$ cat config.mk
export PLATFORM = sky130hd
export DESIGN_NAME = snd_arbiter
export DESIGN_NICKNAME = d
export VERILOG_FILES = /design/src/rtl/snd_arbiter.sv
export SDC_FILE = /design/constraint.sdc
export NUM_CORES = 1
export LEC_CHECK = 0
export ABC_CLOCK_PERIOD_IN_PS = 2800
export CORE_ASPECT_RATIO = 1.4
export CORE_MARGIN = 2
export CORE_UTILIZATION = 45
export DETAILED_ROUTE_END_ITERATION = 16
export DONT_BUFFER_PORTS = 1
export PLACE_DENSITY = 0.65
export SYNTH_ARGS = -nofsm -noshare
export SYNTH_HDL_FRONTEND = slang
export SYNTH_SLANG_ARGS = --single-unit
$ cat constraint.sdc
create_clock -name clk -period 2.8 [get_ports clk]
set_clock_uncertainty 0.2 [all_clocks]
set_input_delay 0.28 -clock clk [delete_from_list [all_inputs] [get_ports clk]]
set_output_delay 0.28 -clock clk [all_outputs]
set_load 0.05 [all_outputs]
$ cat src/rtl/snd_arbiter.sv
// snd_arbiter: round-robin arbiter that hands a single serial command sender
// to one of three requesters, launches the command, and waits for the
// response or a timeout before releasing the sender.
module snd_arbiter #(
  parameter int unsigned TO_W = 17
) (
  input  logic       clk,
  input  logic       rst,
  input  logic [2:0] req,
  input  logic [4:0] req_start0,
  input  logic [4:0] req_start1,
  input  logic [4:0] req_start2,
  input  logic [3:0] req_len0,
  input  logic [3:0] req_len1,
  input  logic [3:0] req_len2,
  input  logic       resp_rcvd,
  output logic       send,
  output logic [4:0] cmd_start,
  output logic [3:0] cmd_len,
  output logic [2:0] gnt,
  output logic [2:0] ack,
  output logic [2:0] err,
  output logic       busy
);

  typedef enum logic [1:0] {
    IDLE = 2'b00,
    SEND = 2'b01,
    WAIT = 2'b10
  } state_t;

  state_t          state;
  state_t          state_nx;
  logic [1:0]      rr_ptr;
  logic [1:0]      rr_ptr_nx;
  logic [2:0]      gnt_nx;
  logic [2:0]      ack_nx;
  logic [2:0]      err_nx;
  logic [4:0]      cmd_start_nx;
  logic [3:0]      cmd_len_nx;
  logic [TO_W-1:0] cnt;
  logic [TO_W-1:0] cnt_nx;
  logic [TO_W-1:0] cnt_inc;
  logic            timeout;
  logic            settle;

  logic            pick_vld;
  logic [1:0]      pick_idx;
  logic [1:0]      base;
  logic [2:0]      cand;
  logic [4:0]      win_start;
  logic [3:0]      win_len;
  logic [1:0]      owner_idx;
  logic [1:0]      owner_nxt;

  assign send    = (state == SEND);
  assign busy    = (state == SEND) || (state == WAIT);
  assign cnt_inc = cnt + TO_W'(1);
  // Counter reaches all-ones on this edge: the response window is exhausted.
  assign timeout = &cnt_inc;
  // A completion pulse is still on the outputs: stay idle for this cycle.
  assign settle  = |{ack, err};

  // Round-robin search starting at rr_ptr, wrapping 2 -> 0.
  always_comb begin
    base     = (rr_ptr == 2'd3) ? 2'd0 : rr_ptr;
    pick_vld = 1'b0;
    pick_idx = 2'd0;
    cand     = '0;
    for (int unsigned i = 0; i < 3; i++) begin
      cand = {1'b0, base} + 3'(i);
      if (cand >= 3'd3) begin
        cand = cand - 3'd3;
      end
      if (!pick_vld && req[cand[1:0]]) begin
        pick_vld = 1'b1;
        pick_idx = cand[1:0];
      end
    end
  end

  // Command parameters of the search winner.
  always_comb begin
    win_start = req_start0;
    win_len   = req_len0;
    case (pick_idx)
      2'd1: begin
        win_start = req_start1;
        win_len   = req_len1;
      end
      2'd2: begin
        win_start = req_start2;
        win_len   = req_len2;
      end
      default: ;
    endcase
  end

  // Current owner index and the pointer value that follows it.
  always_comb begin
    owner_idx = 2'd0;
    case (gnt)
      3'b010:  owner_idx = 2'd1;
      3'b100:  owner_idx = 2'd2;
      default: owner_idx = 2'd0;
    endcase
    owner_nxt = (owner_idx == 2'd2) ? 2'd0 : owner_idx + 2'd1;
  end

  // Next-state and next-output logic.
  always_comb begin
    state_nx     = state;
    rr_ptr_nx    = rr_ptr;
    gnt_nx       = gnt;
    ack_nx       = '0;
    err_nx       = '0;
    cmd_start_nx = cmd_start;
    cmd_len_nx   = cmd_len;
    cnt_nx       = cnt;
    case (state)
      IDLE: begin
        gnt_nx = '0;
        if (pick_vld && !settle) begin
          state_nx     = SEND;
          gnt_nx       = 3'b001 << pick_idx;
          cmd_start_nx = win_start;
          cmd_len_nx   = win_len;
          cnt_nx       = '0;
        end
      end
      SEND: begin
        state_nx = WAIT;
        cnt_nx   = '0;
      end
      WAIT: begin
        cnt_nx = cnt_inc;
        // Response wins over a timeout landing on the same edge.
        if (resp_rcvd) begin
          ack_nx    = gnt;
          rr_ptr_nx = owner_nxt;
          gnt_nx    = '0;
          state_nx  = IDLE;
        end else if (timeout) begin
          err_nx    = gnt;
          rr_ptr_nx = owner_nxt;
          gnt_nx    = '0;
          state_nx  = IDLE;
        end
      end
      default: begin
        state_nx = IDLE;
        gnt_nx   = '0;
      end
    endcase
  end

  // State register.
  always_ff @(posedge clk or posedge rst) begin
    if (rst) begin
      state <= IDLE;
    end else begin
      state <= state_nx;
    end
  end

  // Datapath and output registers.
  always_ff @(posedge clk or posedge rst) begin
    if (rst) begin
      rr_ptr    <= '0;
      gnt       <= '0;
      ack       <= '0;
      err       <= '0;
      cmd_start <= '0;
      cmd_len   <= '0;
      cnt       <= '0;
    end else begin
      rr_ptr    <= rr_ptr_nx;
      gnt       <= gnt_nx;
      ack       <= ack_nx;
      err       <= err_nx;
      cmd_start <= cmd_start_nx;
      cmd_len   <= cmd_len_nx;
      cnt       <= cnt_nx;
    end
  end

endmodule

==> results of run 1 <==
-- synth_stat cells (2+ instances only) --
cell       instances
a21oi_1            4
a22o_1             3
a22oi_1           10
and2_1             9
and3_1            10
buf_2              4
clkbuf_1           9
dfrtp_1           39
ha_1              12
inv_1             10
mux2_4             4
mux2i_1            5
nand2_1           36
nand2b_1           3
nand2b_4           2
nand3_1            5
nand3b_1           3
nand4_1            5
nor2_1            10
nor2b_1            3
nor3_1             3
o21a_1             7
o21ai_0           32
o21ai_1            7
o22a_1             2
o22ai_1            2
o2bb2ai_1          2
o31ai_1            8
o41ai_1            5
xnor2_1            2
-- state kept, by name, summed over array words and instances, names as in the netlist --
name	cells
ack	3
cmd_start	5
err	3
cnt	17
cmd_len	4
rr_ptr	2
state	2
gnt	3
-- layer usage --
metal	up-vias	GRT usage (%)
li1	1040	-
met1	1004	22.71
met4	0	7.313
met2	50	33.91
met3	8	4.813
met5	-	0
-- cells by family (layout without fill, tap and decap cells) --
kind of cell	after synthesis	in the layout	synth area share, %
flops	39	39	38.35
mux	9	9	4.327
compound gates	87	87	23.11
simple gates	102	102	23.06
xor+xnor	4	4	1.672
fa+ha+maj	12	12	5.900
buf+inv	23	43	3.589
-- what timing repair did --
action / CTS / global route
hold buffers: 7 / 0
gates resized for setup: 0 / 12
endpoints found under the setup margin: 0 / 16
buffers inserted: 0 / 1
hold endpoints to repair: 47 / 0
-- layout by cell type (no fill, tap or decap), types with 2 or more instances in the layout --
master	count
a21oi_1	4
a22o_1	3
a22oi_1	10
and2_1	9
and3_1	10
buf_4	17
bufinv_16	2
clkbuf_8	5
dfrtp_1	39
dlygate4sd3_1	7
ha_1	7
ha_2	4
inv_1	8
inv_2	2
mux2_4	4
mux2i_1	4
nand2_1	36
nand2b_1	3
nand2b_4	2
nand3_1	5
nand3b_1	3
nand4_1	5
nor2_1	10
nor2b_1	3
nor3_1	3
o21a_1	5
o21a_2	2
o21ai_0	32
o21ai_1	7
o22ai_1	2
o2bb2ai_1	2
o31ai_1	8
o41ai_1	5
xnor2_1	2
-- power breakdown --
group / total [mW] / switching (mW) / internal [mW] / leakage (nW)
combinational: 1.84 / 1.03 / 0.815 / 0.718
clock: 0.550 / 0.194 / 0.356 / 0.0654
sequential: 1.06 / 0.374 / 0.684 / 0.521
total: 3.45 / 1.60 / 1.85 / 1.30
-- metrics by stage --
stage	std cells	hold WS (ps)	worst slack, ps	util (%)
5_1_grt	364	9.770	2.519	53.90
3_5_place_dp	348	123.2	62.16	49.52
3_3_place_gp	348	119.5	136.4	49.52
6_report	364	12.88	215.2	53.90
4_1_cts	363	3.122	74.22	53.22
2_1_floorplan	276	233.2	46.52	-
-- path summary, 6_finish.rpt --
kind | endpoint | cells past startpoint | start | slack, ps
hold / removal | cmd_len[3] | 2 | req_len0[3] | 10
max in group asynchronous | gnt[0] | 3 | rst | 1700
setup / recovery | gnt[1] | 10 | rr_ptr[0] | 220
min in group asynchronous | cnt[0] | 3 | rst | 350
setup reg to reg | gnt[1] | 10 | rr_ptr[0] | 220
hold reg to reg | cnt[13] | 1 | cnt[13] | 330
-- layout make-up --
cell class,count,share of cell area (%)
Clock buffer,6,2.455
Clock inverter,2,2.031
Sequential cell,39,33.01
Timing Repair Buffer,25,7.364
Inverter,10,1.270
Tap cell,68,2.878
Multi-Input combinational cell,214,50.99
==> flow_results.xml, run 1 <==
<?xml version="1.0" encoding="UTF-8"?>
<metrics>
  <group name="logic_synthesis">
    <metric name="synth_async_sr_flop_share" unit="%">100.0</metric>
    <metric name="yosys_most_used_dff" unit="">dfrtp_1</metric>
    <metric name="post_synth_instance_area" unit="mm²">0.002545</metric>
    <metric name="synth.yosys.warnings" unit="">0</metric>
    <metric name="netlist.area_leader.share" unit="%">38.35</metric>
    <metric name="synth.area.top_cells" unit="">dfrtp_1, o21ai_0, ha_1, nand2_1, a22oi_1</metric>
    <metric name="syn-instance-count" unit="">276</metric>
    <metric name="synth_enable_flop_cells" unit="">0</metric>
    <metric name="yosys.cell_types.count" unit="">50</metric>
    <metric name="ys_ff_latch" unit="">39</metric>
    <metric name="netlist.top_cell.by_area" unit="">dfrtp_1</metric>
    <metric name="seq_area_frac_synth" unit="%">38.35</metric>
    <metric name="syn-num-nets" unit="">321</metric>
    <metric name="postSynthAreaPerCell" unit="µm²">9.221</metric>
  </group>
  <group name="grt">
    <metric name="first_global_vias" unit="">2137</metric>
    <metric name="gr-usage-all-layers" unit="%">19.59</metric>
    <metric name="maximum_number_of_pins_on_one_net_before_global_route_repair" unit="">40</metric>
    <metric name="global_route_wire_length_before_repair" unit="mm">9.501</metric>
    <metric name="global_route.overflow_total" unit="">0</metric>
    <metric name="antenna_found_initial" unit="">0</metric>
  </group>
  <group name="layout">
    <metric name="fillerInstances" unit="">505</metric>
    <metric name="synthesis_to_finish_area_growth" unit="%">16.18</metric>
    <metric name="seqCellArea" unit="µm²">975.9</metric>
    <metric name="final_nets" unit="">340</metric>
    <metric name="antenna_cells" unit="">0</metric>
    <metric name="fraction_of_final_layout_cells_with_drive_strength_greater_than_1" unit="%">17.91</metric>
    <metric name="final_area" unit="mm²">0.002957</metric>
    <metric name="area_of_combinational_cells_with_multiple_inputs" unit="mm²">0.001508</metric>
  </group>
  <group name="clock_tree">
    <metric name="tritoncts.num_buffers" unit="">5</metric>
    <metric name="clock_tree_from_tritoncts" unit="">yes</metric>
    <metric name="clock_insertion_delay_worst_skew" unit="ps">290</metric>
    <metric name="worst_setup_hold_path_clk_slew" unit="ps">80</metric>
    <metric name="cts.sink_count" unit="">39</metric>
    <metric name="cts_max_path_buffers" unit="">2</metric>
    <metric name="cts-root-buf" unit="">clkbuf_8</metric>
    <metric name="cts.htree.levels" unit="">2</metric>
  </group>
  <group name="critical_path">
    <metric name="slowest_delay" unit="ps">410</metric>
    <metric name="timing.critical_path.cells" unit="">inv_2, ha_2, mux2i_2, o22a_2, o2bb2ai_1, a22o_1, inv_1, ha_2, and3_1, mux2_4</metric>
    <metric name="critPathCaptureType" unit="">flop</metric>
    <metric name="critPathRequiredTime" unit="ps">2770</metric>
    <metric name="start_kind" unit="">flop</metric>
    <metric name="timing.setup.critical_path_class" unit="">reg2reg</metric>
    <metric name="critPathTopFamily" unit="">compound AO/OA/AOI/OAI gates</metric>
    <metric name="critical_path.max_fanout" unit="">10</metric>
    <metric name="worst-endpoint-arrival" unit="ps">2550</metric>
    <metric name="critical_path.n_buffers_inverters" unit="">2</metric>
    <metric name="critical_path.most_common_cell" unit="">ha_2</metric>
    <metric name="slowest_stage" unit="">dfrtp_1</metric>
  </group>
  <group name="timing">
    <metric name="hold_violations_final" unit="">0</metric>
    <metric name="max_slew_margin" unit="%">57.68</metric>
    <metric name="achievable-frequency" unit="MHz">386.9</metric>
    <metric name="fin_tns_setup" unit="ps">0</metric>
    <metric name="finalWorstPathRequiredPeriod" unit="ps">2585</metric>
    <metric name="final.period_utilization" unit="%">92.31</metric>
    <metric name="worstMarginPinSlew" unit="ps">634.7</metric>
    <metric name="maxSlewViolCount" unit="">0</metric>
    <metric name="rsz0062_at_grt" unit="">no</metric>
    <metric name="report.final.setup_viol" unit="">0</metric>
  </group>
  <group name="route">
    <metric name="detail_route.drc_violations" unit="">0</metric>
    <metric name="m1WireLength" unit="mm">2.205</metric>
    <metric name="via_per_inst" unit="">5.775</metric>
    <metric name="detailedRoute.firstIterationViolations" unit="">91</metric>
    <metric name="top_layer" unit="">met4</metric>
    <metric name="via_count" unit="">2102</metric>
    <metric name="postRouteAntennaNets" unit="">0</metric>
    <metric name="average_detailed_routed_wire_length_per_instance" unit="µm">15.04</metric>
    <metric name="met3WireLength" unit="µm">259</metric>
    <metric name="number_of_optimization_iterations_in_the_first_detailed_route_pass" unit="">4</metric>
    <metric name="wl_met2" unit="mm">2.910</metric>
    <metric name="drt-total-wl" unit="mm">5.473</metric>
  </group>
  <group name="die">
    <metric name="initial_standard_cell_utilization_of_the_core" unit="%">46.40</metric>
    <metric name="dieArea" unit="mm²">0.006281</metric>
    <metric name="rows" unit="">32</metric>
    <metric name="num_ports" unit="">53</metric>
    <metric name="fp.coreArea" unit="mm²">0.005485</metric>
    <metric name="chipHeight" unit="µm">92.98</metric>
    <metric name="fp.dieW" unit="µm">67.56</metric>
  </group>
  <group name="hold_path">
    <metric name="worst_hold_path_type" unit="">in2reg</metric>
  </group>
  <group name="placement">
    <metric name="dp_wirelength" unit="mm">4.053</metric>
    <metric name="number_of_port_buffers" unit="">0</metric>
    <metric name="routabilityCongestion" unit="">0.8331</metric>
    <metric name="postPlaceCellArea" unit="mm²">0.002716</metric>
  </group>
  <group name="outcome">
    <metric name="status" unit="">finished clean</metric>
  </group>
  <group name="run">
    <metric name="cap_violations" unit="">0</metric>
  </group>
  <group name="power">
    <metric name="static-leakage-power" unit="nW">1.304</metric>
    <metric name="ir_drop" unit="mV">1.329</metric>
    <metric name="post-layout-total-power" unit="mW">3.450</metric>
    <metric name="power_per_cell_area" unit="mW/mm²">1167</metric>
  </group>
</metrics>
No activity file was read; power rests on OpenSTA's default activity.
==> inputs of run 2 (changes only) <==
--- a/config.mk
+++ b/config.mk
@@ -6,12 +6,14 @@
 export NUM_CORES = 1
 export LEC_CHECK = 0
 export ABC_CLOCK_PERIOD_IN_PS = 2800
+export CELL_PAD_IN_SITES_DETAIL_PLACEMENT = 0
+export CELL_PAD_IN_SITES_GLOBAL_PLACEMENT = 1
 export CORE_ASPECT_RATIO = 1.4
 export CORE_MARGIN = 2
-export CORE_UTILIZATION = 45
+export CORE_UTILIZATION = 43
 export DETAILED_ROUTE_END_ITERATION = 16
 export DONT_BUFFER_PORTS = 1
-export PLACE_DENSITY = 0.65
+export PLACE_DENSITY = 0.78
 export SYNTH_ARGS = -nofsm -noshare
 export SYNTH_HDL_FRONTEND = slang
 export SYNTH_SLANG_ARGS = --single-unit
==> run 2 against run 1 <==
Effect of this change:
- routed wire length rose by 3.5%
- fmax shrank 2.7%
- die area increased by 4.4%
- first-iteration DRC count shrank 15%
- total power up 1.1%
- critical path type unchanged
- clock-buffer cell count unchanged
- sequential share of layout area shrank 0.084 points
- flip-flop and latch count unchanged
- non-clock buffer count decreased by 1
- largest power group unchanged
- sequential power barely moved
- core utilization decreased by 2.6 points
==> flow_results.xml, run 2 (synthesis results as in run 1) <==
<?xml version="1.0" encoding="UTF-8"?>
<metrics>
  <group name="outcome">
    <metric name="status" unit="">finished clean</metric>
  </group>
  <group name="timing">
    <metric name="fin_tns_setup" unit="ps">0</metric>
    <metric name="finalWorstPathRequiredPeriod" unit="ps">2656</metric>
    <metric name="report.final.setup_viol" unit="">0</metric>
    <metric name="worstMarginPinSlew" unit="ps">646.2</metric>
    <metric name="hold_violations_final" unit="">0</metric>
    <metric name="max_slew_margin" unit="%">56.92</metric>
    <metric name="maxSlewViolCount" unit="">0</metric>
    <metric name="final.period_utilization" unit="%">94.85</metric>
    <metric name="timing.hold.ws" unit="ps">12.11</metric>
    <metric name="achievable-frequency" unit="MHz">376.5</metric>
  </group>
  <group name="critical_path">
    <metric name="r2r-end" unit="">gnt[1]</metric>
    <metric name="crit_start" unit="">rr_ptr[0]</metric>
    <metric name="critical_path.max_fanout" unit="">10</metric>
    <metric name="timing.critical_path.to" unit="">gnt[1]</metric>
    <metric name="slowest_stage" unit="">dfrtp_1</metric>
    <metric name="critical_path.most_common_cell" unit="">inv_1</metric>
    <metric name="critPathRequiredTime" unit="ps">2780</metric>
    <metric name="start_kind" unit="">flop</metric>
    <metric name="timing.critical_path.cells" unit="">inv_1, ha_2, mux2i_1, o22a_1, o2bb2ai_1, a22o_2, inv_1, ha_4, and3_1, mux2_4</metric>
    <metric name="r2r_setup_slack" unit="ps">140</metric>
    <metric name="slowest_delay" unit="ps">400</metric>
    <metric name="critPathTopFamily" unit="">compound AO/OA/AOI/OAI gates</metric>
    <metric name="r2r.worst_path.cells" unit="">10</metric>
    <metric name="critical_path.reg2reg.startpoint" unit="">rr_ptr[0]</metric>
    <metric name="critPathCaptureType" unit="">flop</metric>
    <metric name="timing.setup.critical_path_class" unit="">reg2reg</metric>
    <metric name="worstSetupPathDepth" unit="">10</metric>
    <metric name="critical_path.n_buffers_inverters" unit="">2</metric>
    <metric name="worst-endpoint-arrival" unit="ps">2630</metric>
  </group>
  <group name="layout">
    <metric name="leading_cell_type_in_the_layout_fill_and_taps_excluded" unit="">dfrtp_1</metric>
    <metric name="final_util" unit="%">51.28</metric>
    <metric name="final_nets" unit="">339</metric>
    <metric name="final_area" unit="mm²">0.002964</metric>
    <metric name="fraction_of_final_layout_cells_with_drive_strength_greater_than_1" unit="%">17.97</metric>
    <metric name="fillerInstances" unit="">539</metric>
    <metric name="largest_reg_flops" unit="">17</metric>
    <metric name="layout.cells.most_common_list" unit="">dfrtp_1, nand2_1, o21ai_0</metric>
    <metric name="registers.top_by_ff_count" unit="">cnt</metric>
    <metric name="largest_registers" unit="">cnt: 17 flops, cmd_start: 5 flops, cmd_len: 4 flops</metric>
    <metric name="synthesis_to_finish_area_growth" unit="%">16.47</metric>
    <metric name="final_cell_count_no_fill" unit="">365</metric>
    <metric name="seqCellArea" unit="µm²">975.9</metric>
    <metric name="antenna_cells" unit="">0</metric>
    <metric name="area_of_combinational_cells_with_multiple_inputs" unit="mm²">0.001535</metric>
  </group>
  <group name="placement">
    <metric name="number_of_port_buffers" unit="">0</metric>
    <metric name="dp_wirelength" unit="mm">4.158</metric>
    <metric name="post-place-cells" unit="">348</metric>
    <metric name="routabilityCongestion" unit="">0.7668</metric>
    <metric name="postPlaceCellArea" unit="mm²">0.002691</metric>
  </group>
  <group name="die">
    <metric name="rows" unit="">33</metric>
    <metric name="num_ports" unit="">53</metric>
    <metric name="fp.dieW" unit="µm">69.02</metric>
    <metric name="initial_standard_cell_utilization_of_the_core" unit="%">44.03</metric>
    <metric name="dieArea" unit="mm²">0.006559</metric>
    <metric name="chipHeight" unit="µm">95.03</metric>
    <metric name="fp.coreArea" unit="mm²">0.005781</metric>
  </group>
  <group name="route">
    <metric name="postRouteAntennaNets" unit="">0</metric>
    <metric name="detailedRoute.firstIterationViolations" unit="">77</metric>
    <metric name="detail_route.drc_violations" unit="">0</metric>
    <metric name="via_per_inst" unit="">5.636</metric>
    <metric name="via_count" unit="">2057</metric>
    <metric name="average_detailed_routed_wire_length_per_instance" unit="µm">15.53</metric>
    <metric name="number_of_optimization_iterations_in_the_first_detailed_route_pass" unit="">4</metric>
    <metric name="drt-total-wl" unit="mm">5.667</metric>
  </group>
  <group name="clock_tree">
    <metric name="clock_insertion_delay_worst_skew" unit="ps">290</metric>
    <metric name="clock_tree_from_tritoncts" unit="">yes</metric>
    <metric name="tritoncts.num_buffers" unit="">5</metric>
    <metric name="cts-root-buf" unit="">clkbuf_8</metric>
    <metric name="worst_setup_hold_path_clk_slew" unit="ps">70</metric>
    <metric name="cts_max_path_buffers" unit="">2</metric>
    <metric name="cts.htree.levels" unit="">2</metric>
    <metric name="cts.sink_count" unit="">39</metric>
  </group>
  <group name="grt">
    <metric name="first_global_vias" unit="">1935</metric>
    <metric name="gr-usage-all-layers" unit="%">17.26</metric>
    <metric name="global_route_wire_length_before_repair" unit="mm">9.059</metric>
    <metric name="maximum_number_of_pins_on_one_net_before_global_route_repair" unit="">40</metric>
    <metric name="global_route.overflow_total" unit="">0</metric>
    <metric name="antenna_found_initial" unit="">0</metric>
  </group>
  <group name="power">
    <metric name="ir_drop" unit="mV">1.375</metric>
    <metric name="static-leakage-power" unit="nW">1.305</metric>
    <metric name="power_per_cell_area" unit="mW/mm²">1176</metric>
  </group>
  <group name="run">
    <metric name="cap_violations" unit="">0</metric>
  </group>
  <group name="hold_path">
    <metric name="worst_hold_path_type" unit="">in2reg</metric>
  </group>
</metrics>
==> run 2: what timing repair did <==
action / 4_1_cts / 5_1_grt
cloned: 0 / 0
setup endpoints to repair: 2 / 15
setup buffers: 0 / 3
pin swaps: 0 / 2
hold endpoints to repair: 46 / 0
gates resized for setup: 3 / 11
hold buffers: 6 / 0
==> run 2: layer usage <==
metal / track usage (%) / part of all wire (%)
met4: 6.699 / 1.6
met1: 18.54 / 41
met3: 3.488 / 4.2
met5: 0 / 0
met2: 33.09 / 53
==> run 2: layout make-up <==
class	count	area share, %
multi-input cells	214	51.79
flip-flops and latches	39	32.93
inverters	10	1.266
well taps	70	2.955
clock inverters	2	2.026
repair buffers	24	6.585
clock buffers	6	2.448
==> run 2: worst min path at each step <==
stage	end	cells past startpoint	slack (ps)	start
2_1_floorplan	ack[0]	1	230	resp_rcvd
3_3_place_gp	cnt[0]	2	120	rst
3_5_place_dp	cnt[4]	2	130	rst
4_1_cts	cmd_len[2]	2	1	req_len0[2]
5_1_grt	cmd_len[2]	2	10	req_len0[2]
6_report	cmd_len[2]	2	10	req_len0[2]
==> run 2: stage by stage <==
stage,total power [mW],setup WS [ps]
final,3.487,144.2
after floorplan,2.411,46.52
after global routing,3.785,-8.714
after detailed placement,2.773,-41.94
after CTS,3.361,55.62
after global placement,2.725,122.6
==> run 2: power breakdown <==
part	switching, mW	internal [mW]
clock	0.200	0.356
sequential	0.372	0.683
combinational	1.07	0.808
